--- src/rtl/nibble_add_pkg.sv ---
// Shared types and constants for the nibble-serial adder sequencer.
package nibble_add_pkg;
    localparam int NIBBLE_W = 4;
    typedef enum logic [1:0] {IDLE, ADD, DONE} state_t;
endpackage

--- src/rtl/adder_4bit.sv ---
// Combinational 4-bit ripple-carry adder; overflow is the nibble carry-out.
module adder_4bit
    import nibble_add_pkg::*;
(
    input  logic [NIBBLE_W-1:0] a,
    input  logic [NIBBLE_W-1:0] b,
    input  logic                carry_in,
    output logic [NIBBLE_W-1:0] sum,
    output logic                overflow
);
    logic [NIBBLE_W:0] total;

    assign total    = {1'b0, a} + {1'b0, b} + {{NIBBLE_W{1'b0}}, carry_in};
    assign sum      = total[NIBBLE_W-1:0];
    assign overflow = total[NIBBLE_W];
endmodule

--- src/rtl/nibble_add_sequencer.sv ---
// Adds two NUM_NIBBLES*4-bit operands one nibble per cycle through a single
// 4-bit adder, LSB nibble first, and publishes the sum with a done pulse.
module nibble_add_sequencer
    import nibble_add_pkg::*;
#(
    parameter  int NUM_NIBBLES = 4,
    localparam int W           = NIBBLE_W * NUM_NIBBLES
) (
    input  logic         clk,
    input  logic         n_rst,
    input  logic         start,
    input  logic [W-1:0] a_in,
    input  logic [W-1:0] b_in,
    input  logic         carry_in,
    output logic         busy,
    output logic         done,
    output logic [W-1:0] result,
    output logic         overflow
);
    localparam int CNT_W = $clog2(NUM_NIBBLES);
    localparam logic [CNT_W-1:0] LAST = CNT_W'(NUM_NIBBLES - 1);

    state_t                 state;
    logic [W-1:0]           op_a;
    logic [W-1:0]           op_b;
    // Holds the completed lower nibbles; the top nibble comes straight from the adder.
    logic [W-NIBBLE_W-1:0]  work;
    logic                   carry_q;
    logic [CNT_W-1:0]       nib_cnt;
    logic [NIBBLE_W-1:0]    nib_sum;
    logic                   nib_cout;

    adder_4bit u_adder (
        .a        (op_a[NIBBLE_W-1:0]),
        .b        (op_b[NIBBLE_W-1:0]),
        .carry_in (carry_q),
        .sum      (nib_sum),
        .overflow (nib_cout)
    );

    always_ff @(posedge clk or negedge n_rst) begin
        if (!n_rst) begin
            state    <= IDLE;
            op_a     <= '0;
            op_b     <= '0;
            work     <= '0;
            carry_q  <= 1'b0;
            nib_cnt  <= '0;
            busy     <= 1'b0;
            done     <= 1'b0;
            result   <= '0;
            overflow <= 1'b0;
        end else begin
            done <= 1'b0;
            case (state)
                IDLE, DONE: begin
                    if (start) begin
                        op_a    <= a_in;
                        op_b    <= b_in;
                        carry_q <= carry_in;
                        nib_cnt <= '0;
                        busy    <= 1'b1;
                        state   <= ADD;
                    end else begin
                        state <= IDLE;
                    end
                end
                ADD: begin
                    work    <= (W-NIBBLE_W)'({nib_sum, work} >> NIBBLE_W);
                    carry_q <= nib_cout;
                    op_a    <= op_a >> NIBBLE_W;
                    op_b    <= op_b >> NIBBLE_W;
                    if (nib_cnt == LAST) begin
                        result   <= {nib_sum, work};
                        overflow <= nib_cout;
                        busy     <= 1'b0;
                        done     <= 1'b1;
                        state    <= DONE;
                    end else begin
                        nib_cnt <= nib_cnt + 1'b1;
                    end
                end
                default: state <= IDLE;
            endcase
        end
    end
endmodule
--- config.mk ---
export PLATFORM = sky130hd
export DESIGN_NAME = nibble_add_sequencer
export DESIGN_NICKNAME = d
export VERILOG_FILES = /design/src/rtl/nibble_add_pkg.sv /design/src/rtl/adder_4bit.sv /design/src/rtl/nibble_add_sequencer.sv
export SDC_FILE = /design/constraint.sdc
export NUM_CORES = 1
export LEC_CHECK = 0
export CORE_MARGIN = 4
export CORE_UTILIZATION = 45
export CTS_BUF_LIST = sky130_fd_sc_hd__clkbuf_4 sky130_fd_sc_hd__clkbuf_8
export CTS_CLUSTER_DIAMETER = 60
export DETAILED_ROUTE_END_ITERATION = 8
export PLACE_DENSITY = 0.71
export SYNTH_ARGS = -nofsm -noshare
export SYNTH_HDL_FRONTEND = slang
export SYNTH_SLANG_ARGS = --single-unit
--- constraint.sdc ---
create_clock -name clk -period 4.3 [get_ports clk]
set_clock_uncertainty 0.15 [all_clocks]
set_input_delay 0.86 -clock clk [delete_from_list [all_inputs] [get_ports clk]]
set_output_delay 0.86 -clock clk [all_outputs]
set_load 0.05 [all_outputs]
; ---- Yosys cells after proc, flatten, opt, wreduce, memory -nomap -nowiden
; Cells that the tools add are included.
[op_classes]
mux = 17
addsub = 3
reduce_logical = 7
n_eq_ne = 6
[ops]
columns = op, n
row1 = $pmux W16 S2, 2
row2 = $mux W16, 2
row3 = $pmux W2 S2, 2
row4 = $mux W1, 6
row5 = $mux W2, 3
row6 = $ne A2 B2 Y1 const B, 3
row7 = $reduce_and A3 Y1, 2
row8 = $add A4 B4 Y5, 1
row9 = $add A5 B1 Y5, 1
row10 = $eq A2 B2 Y1 const B, 2
row11 = $pmux W1 S2, 2
row12 = $reduce_and A2 Y1, 2
row13 = $add A2 B1 Y2 const B, 1
row14 = $eq A2 B1 Y1 const B, 1
row15 = $logic_not A2 Y1, 1
row16 = $reduce_bool A2 Y1, 1
row17 = $reduce_or A2 Y1, 1
[totals]
register_bits = 68
input_bits = 36

; ---- Depth between registers and ports, before layout
[depth]
depth_word = 4
depth_mapped = 7

; ---- Modules after synthesis
; From an unflattened synthesis, not the netlist that was laid out.
[hier_totals]
hier_cells = 281
hier_area_um2 = 3144.3
[by_module_without_submodules]
columns = mod, n_inst, seq_area_each_um2, cells_per_inst, area_per_inst_um2
row1 = nibble_add_sequencer, 1, 1701.6, 265, 3000.4
row2 = adder_4bit, 1, 0.0, 16, 143.9

; ---- Worst setup path after synthesis
; No wires, ideal clock.
[synth_path]
path_kind = input port to flip-flop
startpoint = input port start
endpoint = register op_a[12]
path_buffers = 2
setup_ns = 0.121
required_ns = 4.029
stages = 4
setup_slack_ns = 2.481
t_arrival_ns = 1.548
path_cell_list = nor2b_1 buf_2 buf_1 a22o_1
[synth_between]
elab_chain_cells = 2
[synth_rtl]
columns = item, line_no
row1 = start: declaration, nibble_add_sequencer.sv:11  ; input logic start,
row2 = $ne A2 B2 Y1 (no line), -
row3 = $reduce_and A2 Y1 (no line), -
row4 = end signal: assignment, nibble_add_sequencer.sv:58  ; op_a <= a_in;
row5 = end signal: assignment, nibble_add_sequencer.sv:71  ; op_a <= op_a >> NIBBLE_W;
row6 = end: declaration, nibble_add_sequencer.sv:24  ; logic [W-1:0] op_a;
; No other way between the ends.
; A chain may end at the register's enable or synchronous reset.

; ---- Final worst setup path
[layout_path]
startpoint = register result[15]
endpoint = output port result[15]
[layout_rtl]
columns = item, line_no
row1 = start: declaration, nibble_add_sequencer.sv:17  ; output logic [W-1:0] result,
row2 = start signal: assignment, nibble_add_sequencer.sv:74  ; result <= {nib_sum, work};
; No word-level cell between the ends.

==> impl_metrics.env <==
export IMPL_status="completed"
export IMPL_gp_congestion=0.741
export IMPL_die_y_um=87.0
export IMPL_ys_ff_latch=68
export IMPL_drive_above_1_share=0.119
export IMPL_antenna_left=0
export IMPL_grt_pass1_wl_mm=9.02
export IMPL_drv_cap=0
export IMPL_cts_sinks=68
export IMPL_tritoncts="built"
export IMPL_powerDensity_nw_per_um2=823
export IMPL_post_cts_resized=0
export IMPL_clk_pin_slew_ps=70
export IMPL_regArea_um2=1700
export IMPL_fin_ws_ps=1780
export IMPL_drt_iter0_markers=57
export IMPL_vias_per_cell=5.11
export IMPL_via_count=1968
export IMPL_cp_max_fo=2
export IMPL_rsz0062_at_grt="no"
export IMPL_relSlewSlack=0.588
export IMPL_synth_nets=293
export IMPL_path_class="flip-flop to output pin"
export IMPL_antenna_found_initial=0
export IMPL_setup_viol=0
export IMPL_clockBufferDepth=2
export IMPL_p_int_w=0.00179
export IMPL_grt_overflow_total=0
export IMPL_ir_worst_vdd_mv=0.430
export IMPL_cts_setup_buffers=0
export IMPL_num_rows=28
export IMPL_multi_input_area_um2=1010
export IMPL_hold_buffers=0
export IMPL_fmax_mhz=397
export IMPL_grt_start_max_net_pins=41
export IMPL_crit_buf_inv=1
export IMPL_clock_root_buffer="clkbuf_8"
export IMPL_pwr_share_clk=0.193
export IMPL_yosys_warnings=0
export IMPL_report_final_slew_viol_count=0
export IMPL_fin_setup_tns_ps=0
export IMPL_switchingPower_w=0.00118
export IMPL_hp_class="flip-flop to flip-flop"
export IMPL_placed_cells=369
export IMPL_leakage_nw=1.79
export IMPL_fin_crit_sh=0.587
export IMPL_combPwrFrac=0.439
export IMPL_fin_cells=385
export IMPL_critPathLaunch="result[15]"
export IMPL_dieArea_um2=7570
export IMPL_start_util=0.469
export IMPL_hold_start="work[2]"
export IMPL_netlist_cell_type_count=25
export IMPL_num_nets_final=347
export IMPL_nFillCells=502
export IMPL_crit_family="buffers and inverters"
export IMPL_coreArea_um2=5990
export IMPL_place_detailed_hpwl_mm=3.55
export IMPL_critical_path_slowest_cell="clkdlybuf4s50_1"
export IMPL_io_buffers=54
export IMPL_ios=55
export IMPL_numCtsBuffers=9
export IMPL_preCtsSetupSlack_ps=1510
export IMPL_first_global_vias=2054
export IMPL_synth_area_um2=2810
export IMPL_antennaDiodeCount=0
export IMPL_critPathLaunchType="flip-flop"
export IMPL_drc_errors=0
export IMPL_grtUsageTotal=0.155
export IMPL_cp_cell_sequence="clkdlybuf4s50_1"
export IMPL_seq_power_share=0.367
export IMPL_drt_wl_total_mm=5.30
export IMPL_cts_max_level=3
export IMPL_clkLatencyLatePin_ps=340
export IMPL_timing_rr_start="op_a[0]"
export IMPL_slowest_delay_ps=810
export IMPL_cp_data_required_time_ps=3290
export IMPL_syn_inst=251
export IMPL_drtPass1Iterations=4
export IMPL_ys_seq_area_frac=0.606
export IMPL_min_period_ps=2520
export IMPL_end_kind="output pin"
export IMPL_finalHoldViolCount=0
export IMPL_synth_area_per_cell_um2=11.2
export IMPL_arrival_ps=1510
export IMPL_worst_pin_slew_ps=618
export IMPL_wire_per_inst_um=13.8
export IMPL_swShare=0.396
export IMPL_fp_dieW_um=87.0
export IMPL_area_growth_synth_to_final_pct=28.6
[final cells by class]
type | instances | share of cell area
clock buffers | 11 | 0.0402
clock inverters | 5 | 0.0208
inverters | 7 | 0.00727
multi-input cells | 161 | 0.278
flip-flops and latches | 68 | 0.471
well taps | 75 | 0.0260
repair buffers | 58 | 0.157
[logic make-up (layout without fill, tap and decap cells)]
| family | Yosys count | after routing | synth area share |
|---|---|---|---|
| adder cells (fa/ha/maj) | 6 | 6 | 0.0321 |
| AO/OA/AOI/OAI | 48 | 48 | 0.122 |
| XOR/XNOR | 2 | 2 | 0.00624 |
| AND/OR/NAND/NOR | 92 | 92 | 0.131 |
| buffers and inverters | 22 | 81 | 0.0370 |
| multiplexers | 13 | 13 | 0.0655 |
| flip-flops | 68 | 68 | 0.606 |
[flip-flops by register name (all words and copies together) (netlist names)]
name and flops:
done 1, nib_cnt 2, busy 1, carry_q 1, op_b 16, result 16
overflow 1, op_a 16, state 2, work 12
[cells in the final DEF (no fill, tap or decap), types with 3 or more instances in the layout]
master,instances
nand2_1,81
dfrtp_1,68
clkdlybuf4s50_1,53
a22oi_1,23
o21ai_0,11
mux2_4,10
clkbuf_8,10
a22o_1,8
inv_1,7
ha_1,4
buf_4,4
nor2_1,3
mux2_2,3
clkinv_2,3
[power by group through the flow]
stage                     Clock [W]  Sequential, W  Combinational [W]
after global routing       0.000613        0.00113            0.00145
after detailed placement          0        0.00111            0.00132
after floorplan                   0        0.00134           0.000719
after global placement            0        0.00109            0.00129
final                      0.000575        0.00109            0.00131
after CTS                  0.000587        0.00110            0.00133
[metrics by stage]
step / instance area, um^2 / hold WS (ps) / total power (W) / util
finish: 3610 / 324 / 0.00297 / 0.603
global route: 3610 / 356 / 0.00319 / 0.603
CTS: 3610 / 334 / 0.00301 / 0.603
detailed placement: 3390 / 316 / 0.00243 / 0.566
global placement: 3390 / 307 / 0.00238 / 0.566
floorplan: 2810 / 292 / 0.00206 / -
[cells in the mapped netlist, drive strengths merged]
library cell,n,area (um^2)
nand2,82,315
dfrtp,68,1700
a22oi,23,173
mux2,13,184
o21ai,11,55.1
buf,9,55.1
a22o,8,70.1
inv,7,26.3
clkbuf,6,22.5
ha,4,50.1
nor2,4,17.5
a21o,2,15.0
a21oi,2,10.0
a221o,2,20.0
fa,2,40.0
nand2b,2,12.5
nor3,2,10.0
xor2,2,17.5
and2b,1,7.51
nor2b,1,6.26
[metal layers]
layer  track usage  part of all wire  up-vias
met5             0                 0        -
met4        0.0836             0.025        0
met3        0.0407             0.067       12
met2         0.253              0.47       59
met1         0.186              0.43      942
li1              -                 -      955
[worst paths after layout]
check                                  end  slack (ps)  cells after the start
worst min-delay path               work[2]         320                      2
max in group asynchronous         op_b[12]        2710                      2
worst max register to register     carry_q        2330                      7
worst max-delay path            result[15]        1780                      1
worst min register to register     work[2]         320                      2
min in group asynchronous        result[1]         380                      1
Power figures use the tool's default switching activity.
